[src/rtl/gpu_wb_pkg.sv]
// Shared types and helpers for the GPU pixel writeback stage.
package gpu_wb_pkg;

    localparam int unsigned LINE_PIX = 8;
    localparam int unsigned ADR_W    = 16;

    typedef enum logic [1:0] {
        StEmpty,
        StAccum,
        StFlush
    } wbState_e;

    // Line address: one tag per group of eight horizontally adjacent pixels.
    function automatic logic [ADR_W-1:0] lineTag(input logic [8:0] scrY, input logic [6:0] lineX);
        return {scrY, lineX};
    endfunction

    // 5-bit texel channel times 8-bit vertex channel, 128 = unity, saturating at 31.
    function automatic logic [4:0] modChannel(input logic [4:0] t5, input logic [7:0] c8);
        logic [12:0] prod;
        prod = {8'd0, t5} * {5'd0, c8};
        if (prod >= 13'd4096) begin
            return 5'd31;
        end
        return 5'(prod >> 7);
    endfunction

endpackage

[src/rtl/gpu_pix_modulate.sv]
// Combinational texel x vertex-colour modulation for the three 5-bit channels.
module gpu_pix_modulate
    import gpu_wb_pkg::*;
(
    input  logic [14:0] texel,
    input  logic        textured,
    input  logic [7:0]  colR,
    input  logic [7:0]  colG,
    input  logic [7:0]  colB,
    output logic [14:0] color
);

    always_comb begin
        if (textured) begin
            color = {modChannel(texel[14:10], colB),
                     modChannel(texel[9:5],   colG),
                     modChannel(texel[4:0],   colR)};
        end else begin
            color = {colB[7:3], colG[7:3], colR[7:3]};
        end
    end

endmodule

[src/rtl/gpu_pixel_writeback.sv]
// Packs shaded pixels into an 8-pixel VRAM line buffer and flushes it to the write arbiter.
module gpu_pixel_writeback
    import gpu_wb_pkg::*;
(
    input  logic                  clk,
    input  logic                  i_rst,
    input  logic                  i_validPixel,
    input  logic [1:0]            i_newBGCacheLine,
    input  logic [9:0]            i_scrX,
    input  logic [8:0]            i_scrY,
    input  logic [15:0]           i_texel,
    input  logic                  i_transparent,
    input  logic                  i_textured,
    input  logic [8:0]            i_R,
    input  logic [8:0]            i_G,
    input  logic [8:0]            i_B,
    input  logic                  i_setMaskBit,
    input  logic                  i_upStall,
    input  logic                  i_flush,
    output logic                  o_pause,
    output logic                  o_resetLineFlag,
    output logic                  o_wrReq,
    output logic [ADR_W-1:0]      o_wrAdr,
    output logic [LINE_PIX*16-1:0] o_wrData,
    output logic [LINE_PIX-1:0]   o_wrMask,
    input  logic                  i_wrAck,
    output logic                  o_idle
);

    wbState_e                stateQ, stateD;
    logic [ADR_W-1:0]        tagQ, tagD;
    logic [LINE_PIX*16-1:0]  dataQ, dataD;
    logic [LINE_PIX-1:0]     maskQ, maskD;

    logic             offer;
    logic             newLine;
    logic [ADR_W-1:0] pixTag;
    logic [2:0]       slot;
    logic             conflict;
    logic             consume;
    logic             writePix;
    logic [14:0]      modColor;
    logic [15:0]      pixWord;
    logic             unusedColorMsb;

    assign unusedColorMsb = i_R[8] ^ i_G[8] ^ i_B[8];

    gpu_pix_modulate uModulate (
        .texel    (i_texel[14:0]),
        .textured (i_textured),
        .colR     (i_R[7:0]),
        .colG     (i_G[7:0]),
        .colB     (i_B[7:0]),
        .color    (modColor)
    );

    assign offer    = i_validPixel & ~i_upStall;
    assign newLine  = |i_newBGCacheLine;
    assign pixTag   = lineTag(i_scrY, i_scrX[9:3]);
    assign slot     = i_scrX[2:0];
    assign pixWord  = {(i_texel[15] & i_textured) | i_setMaskBit, modColor};
    // Built from i_validPixel rather than offer so i_upStall never reaches o_pause.
    assign conflict = i_validPixel & ~i_transparent & ((pixTag != tagQ) | newLine);

    always_comb begin
        stateD   = stateQ;
        tagD     = tagQ;
        dataD    = dataQ;
        maskD    = maskQ;
        o_pause  = 1'b0;
        consume  = 1'b0;
        writePix = 1'b0;

        unique case (stateQ)
            StEmpty: begin
                if (offer) begin
                    consume = 1'b1;
                    if (!i_transparent) begin
                        tagD     = pixTag;
                        maskD    = '0;
                        writePix = 1'b1;
                        stateD   = i_flush ? StFlush : StAccum;
                    end
                end
            end
            StAccum: begin
                if (conflict) begin
                    o_pause = 1'b1;
                    stateD  = StFlush;
                end else begin
                    if (offer) begin
                        consume  = 1'b1;
                        writePix = ~i_transparent;
                    end
                    if (i_flush) begin
                        stateD = StFlush;
                    end
                end
            end
            StFlush: begin
                o_pause = 1'b1;
                if (i_wrAck) begin
                    maskD  = '0;
                    stateD = StEmpty;
                end
            end
            default: stateD = StEmpty;
        endcase

        if (writePix) begin
            maskD[slot]             = 1'b1;
            dataD[{slot, 4'd0} +: 16] = pixWord;
        end
    end

    assign o_resetLineFlag = consume & newLine;

    always_ff @(posedge clk or posedge i_rst) begin
        if (i_rst) begin
            stateQ <= StEmpty;
            tagQ   <= '0;
            dataQ  <= '0;
            maskQ  <= '0;
        end else begin
            stateQ <= stateD;
            tagQ   <= tagD;
            dataQ  <= dataD;
            maskQ  <= maskD;
        end
    end

    assign o_wrReq  = (stateQ == StFlush);
    assign o_wrAdr  = tagQ;
    assign o_wrData = dataQ;
    assign o_wrMask = maskQ;
    assign o_idle   = (stateQ == StEmpty);

endmodule

[config.mk]
export PLATFORM = sky130hd
export DESIGN_NAME = gpu_pixel_writeback
export DESIGN_NICKNAME = d
export VERILOG_FILES = /design/src/rtl/gpu_wb_pkg.sv /design/src/rtl/gpu_pix_modulate.sv /design/src/rtl/gpu_pixel_writeback.sv
export SDC_FILE = /design/constraint.sdc
export NUM_CORES = 1
export LEC_CHECK = 0
export CAP_MARGIN = 10
export CORE_MARGIN = 1.5
export CORE_UTILIZATION = 52
export CTS_CLUSTER_SIZE = 20
export DETAILED_ROUTE_END_ITERATION = 6
export GPL_TIMING_DRIVEN = 0
export MAX_ROUTING_LAYER = met4
export PLACE_DENSITY = 0.87
export SYNTH_ARGS = -nofsm -noshare
export SYNTH_HDL_FRONTEND = slang
export SYNTH_SLANG_ARGS = --single-unit
[constraint.sdc]
create_clock -name clk -period 7.1 [get_ports clk]
set_clock_uncertainty 0.1 [all_clocks]
set_input_delay 1.42 -clock clk [delete_from_list [all_inputs] [get_ports clk]]
set_output_delay 1.42 -clock clk [all_outputs]
set_load 0.1 [all_outputs]
==> results of run 1 <==
==> power groups by stage <==
stage               registers [W]  clock network [W]  logic (W)
floorplan                 0.00344                  0   0.000929
global placement          0.00135                  0    0.00391
detailed placement        0.00137                  0    0.00396
CTS                       0.00135           0.000923    0.00398
global route              0.00139           0.000968    0.00412
finish                    0.00135           0.000912    0.00398
==> worst max-delay path by stage <==
stage	slack, ns	end	start
finish	0.95	o_wrData[65]$_DFFE_PP0P_	i_texel[2]
global route	0.70	o_wrData[17]$_DFFE_PP0P_	i_texel[2]
CTS	1.09	o_wrData[65]$_DFFE_PP0P_	i_texel[2]
detailed placement	0.70	o_wrData[65]$_DFFE_PP0P_	i_texel[2]
global placement	-0.53	o_wrData[34]$_DFFE_PP0P_	i_rst
floorplan	1.43	o_wrAdr[0]$_DFFE_PP0P_	i_rst
==> cell usage after synthesis (2+ instances only) <==
cell type                  count  area share (%)
sky130_fd_sc_hd__dfrtp_1     154              38
sky130_fd_sc_hd__a41oi_1       3            0.26
sky130_fd_sc_hd__mux2_1       52             5.8
sky130_fd_sc_hd__a211oi_1      9            0.67
sky130_fd_sc_hd__nor2_1       30             1.1
sky130_fd_sc_hd__o21a_1        4            0.30
sky130_fd_sc_hd__buf_4         2            0.15
sky130_fd_sc_hd__o21ai_0      11            0.54
sky130_fd_sc_hd__ha_1         68             8.4
sky130_fd_sc_hd__and2_1      103             6.4
sky130_fd_sc_hd__buf_6         3            0.33
sky130_fd_sc_hd__a31oi_4       4            0.84
sky130_fd_sc_hd__nor3_1        7            0.35
sky130_fd_sc_hd__buf_2         8            0.40
sky130_fd_sc_hd__xor2_1        7            0.61
sky130_fd_sc_hd__nand2b_1      6            0.37
sky130_fd_sc_hd__or4_1         2            0.15
sky130_fd_sc_hd__fa_1         54              11
sky130_fd_sc_hd__mux2i_1       2            0.20
sky130_fd_sc_hd__nor3_2        2            0.20
sky130_fd_sc_hd__clkbuf_1      8            0.30
sky130_fd_sc_hd__a22oi_1       2            0.15
sky130_fd_sc_hd__a21oi_1      26             1.3
sky130_fd_sc_hd__nand4_1       4            0.25
sky130_fd_sc_hd__o31ai_1       8            0.59
sky130_fd_sc_hd__inv_1        49             1.8
sky130_fd_sc_hd__mux2_2       66             7.3
sky130_fd_sc_hd__o21bai_1      4            0.30
sky130_fd_sc_hd__a31oi_1       3            0.19
sky130_fd_sc_hd__nand2_1      41             1.5
sky130_fd_sc_hd__nand3_1      11            0.54
sky130_fd_sc_hd__a21o_1        9            0.67
sky130_fd_sc_hd__o22ai_1       2            0.12
sky130_fd_sc_hd__o221ai_1      2            0.17
sky130_fd_sc_hd__mux2_4       18             2.7
sky130_fd_sc_hd__o21ai_1      11            0.54
sky130_fd_sc_hd__o22a_1        2            0.17
sky130_fd_sc_hd__or3_1         5            0.31
sky130_fd_sc_hd__and3_1        2            0.12
sky130_fd_sc_hd__xnor2_1      20             1.7
sky130_fd_sc_hd__nor2b_1       9            0.56
==> sequential cells by signal (all words and copies together), names as in the netlist <==
signal and count:
o_wrAdr 16, o_wrMask 8, stateQ 2, o_wrData 128
==> cell type report <==
class | count | area share, %
buffer | 21 | 0.893
clock inverter | 14 | 1.14
sequential | 154 | 29.0
tap | 260 | 2.44
inverter | 49 | 1.42
clock buffer | 17 | 3.20
timing repair buffer | 225 | 17.1
multi-input combinational | 639 | 44.9
==> kinds of logic after synthesis <==
| group | Yosys count | share of synthesized area, % |
|---|---|---|
| AND/OR/NAND/NOR | 235 | 13.1 |
| flip-flops | 154 | 38.0 |
| multiplexers | 138 | 16.0 |
| adder cells (fa/ha/maj) | 122 | 19.1 |
| AO/OA/AOI/OAI | 117 | 8.45 |
| buffers and inverters | 70 | 2.99 |
| XOR/XNOR | 27 | 2.33 |
==> through the flow <==
| stage | instance area, um^2 | hold slack, ns | TNS (ns) |
|---|---|---|---|
| after CTS | 13300 | 0.391 | 0 |
| after floorplan | 10100 | 0.423 | 0 |
| after detailed placement | 12700 | 0.377 | 0 |
| after global placement | 12700 | 0.367 | -78.79 |
| after global routing | 13300 | 0.406 | 0 |
| final | 13300 | 0.385 | 0 |
==> layer usage <==
metal	vias to the layer above	global-route usage (%)
met2	255	46.3
met5	-	-
li1	3485	-
met1	3816	33.7
met4	0	8.79
met3	45	5.11
==> critical path, delay by kind of cell <==
family / cells / cell delay, ns
adders and majority gates: 4 / 1.77
AOI/OAI and AO/OA: 3 / 1.67
buffers and inverters: 3 / 0.64
and+or+nand+nor: 3 / 0.59
muxes: 1 / 0.33
==> results by stage, run 1 <==
Detailed routing:
- For this run, design rule violations remaining after detail routing come to 0.
- The number of routed nets with antenna violations is 0.
- The pre-antenna-repair detailed-routing pass consisted of 5 iterations.
- The total routed wire length on the met1 layer is 11.0 mm.
- For this block, the via count after detailed routing is 7601.
- In the final routed layout, each cell accounts on average for 19.1 um.
- The aggregate routed wire length is between 20 and 30 mm.
- After the first detailed-routing iteration, the DRC count stood at 442.
- The detailed-routed wire length on met3 is 1.53 mm.
- The wire length on met2 is 13.1 mm.
- The number of vias per cell is 5.51.
- In this run the top signal layer used is met4.

Floorplanning:
- The full die area is just over 20000 um^2.
- The height of the die is around 140 um.
- The number of cell rows is 50.
- The starting utilization of the core area is a little over half.
- The die is 143 um wide.
- Pin placement for this block handled 229 I/O pins.
- The total area inside the core boundary comes to 18900 um^2.

Critical path:
- The most frequent cell on the critical path is sky130_fd_sc_hd__fa_1.
- Traced cell by cell, the critical path runs through clkdlybuf4s50_1 -> and2_1 -> fa_1 -> fa_1 -> inv_1 -> fa_1 -> inv_1 -> ha_1 -> nor2b_1 -> o21bai_1 -> nand2_1 -> a311o_1 -> a41oi_1 -> mux2_2.
- The worst setup path category is in -> reg.
- The worst register-to-register path begins at o_wrAdr[0]$_DFFE_PP0P_.
- The endpoint kind of the worst setup timing path is a flip-flop.
- The data arrival time at the worst-slack endpoint is 6.42 ns.
- Setup slack on the worst reg-to-reg path comes out at 4.12 ns.
- The highest fanout seen on the critical path is 8.
- The maximum single-stage delay on the critical path is 0.99 ns.
- The endpoint identified for the worst register-to-register timing path is o_wrData[17]$_DFFE_PP0P_.
- The slowest stage of the critical path belongs to the cell sky130_fd_sc_hd__a41oi_1.
- For the worst flop-to-flop path, the logic depth is 8.
- The startpoint type of the worst setup path is an input pin.
- The data required time at the worst endpoint is approximately 7.4 ns.

Worst hold path:
- The destination of the worst hold path is o_wrMask[1]$_DFF_PP0_.
- In this run the most critical hold path is launched from o_wrMask[1]$_DFF_PP0_.
- In this run the worst hold path is classified as reg -> reg.
- The cell depth of the worst min-delay path is 2.

Synthesis:
- The synthesized design contains 0 enable-type register cells.
- The synthesized net count is 1058.
- In the synthesized netlist the async set-or-reset flop fraction comes to 100%.
- The count of yosys warnings during synthesis is 0.
- After synthesis the netlist holds a flip-flop and latch count of 154.
- Synthesis instantiated 71 different standard cells from the library.
- The average instance in the mapped netlist occupies 11.7 um^2.
- The most frequently used flop master after synthesis is sky130_fd_sc_hd__dfrtp_1.
- The gate count after technology mapping is 863.
- Sequential elements use 38.0% of the synthesized area.
- The post-synthesis cell area is between 10000 and 15000 um^2.

Timing:
- Setup repair after global routing left no endpoint under its margin.
- The post-route minimum period is 6.15 ns.
- For the pin with the worst max-slew slack, the measured transition is between 1 and 1.5 ns.
- The max-slew violation total from the final report was 0.
- The final period utilization is 86.7%.
- The number of setup violations in the final report is 0.
- The top achievable clock speed is around 160 MHz.
- Across all setup checks in the final design, the least slack found is roughly 0.95 ns.
- The number of hold violations in the final report is 0.
- The relative slew slack is 18.1%.

Finish:
- The relative area change from synthesis to final layout is 31.4%.
- The final cell count without fillers is 1379.
- The multi-input combinational cells in the finished layout cover a total of ~6000 um^2.
- The top cell types in the final layout, fill and taps aside, are sky130_fd_sc_hd__clkdlybuf4s50_1, sky130_fd_sc_hd__dfrtp_1, sky130_fd_sc_hd__and2_1.
- The final layout contains between 1000 and 1500 nets.
- The most common cell after layout, fill and taps aside is sky130_fd_sc_hd__clkdlybuf4s50_1.
- At the end of the flow the core is filled with cells to 70.4%.
- The number of diodes added for antenna fixing is 0.
- The number of filler instances in the final layout is 1335.
- The total area of sequential cells is 3850 um^2.
- The share of post-route cells with drive strength above 1 is 13.3%.

Global routing:
- The via count of the first global-routing pass is between 8000 and 9000.
- The final global-route overflow total is 0.
- The initial antenna violation count is 0.
- The first global-routing pass estimated ~42 mm of wire.
- The maximum number of pins on one net before global-route repair is 102.
- Global routing consumed, over all layers together, 27.6% of the routing resources.

Power:
- The net switching fraction of the power is 56.9%.
- In this run the power density over the cells is 469 nW/um^2.
- Per report_power, the sequential group accounts for 21.7% of the total.
- The internal portion of the total power is roughly 0.0027 W.
- IR analysis of the VDD net gives a maximum drop of 0.383 mV.
- The combinational share of power is 63.7%.
- The static power due to leakage is 6.23 nW.
- Of the total power, the clock network draws 14.6%.
- The analysis attributes to net switching a power of around 0.0036 W.
- The overall power is between 0.006 and 0.007 W.

Clock tree:
- The hold buffer count at CTS is 0.
- The CTS tree is built.
- CTS saw 154 sinks.
- The total CTS buffers is 17.
- The clock passes through at most 2 buffers.
- The number of gates given a new drive strength after cts is 0.
- The H-tree was split into 4 levels.
- The number of setup buffers added after CTS is 0.
- The tree is rooted in a sky130_fd_sc_hd__clkbuf_16.
- Clock-pin slew was measured on the worst setup and hold paths at 0.07 ns.
- The clock latency on the worst-skew pair is 0.42 ns.

Placement:
- The sum of net half-perimeters after detailed placement is 19.9 mm.
- The pre-CTS worst setup slack is 0.701 ns.
- The count of buffers added on input and output ports is between 200 and 250.
- The number of cells after detailed placement is 1348.
- At the end of routability-driven placement, the weighted congestion stood at 0.905.

Run status:
- The run finished with clean final reports.

Job:
- The number of maximum-capacitance constraint violations is 0.
Power figures use the tool's default switching activity.
==> run 2, diff against run 1 <==
- CTS_CLUSTER_DIAMETER: not set -> 40
==> results of run 2 <==
Final layout, timing and power as in run 1 (identical DEF).
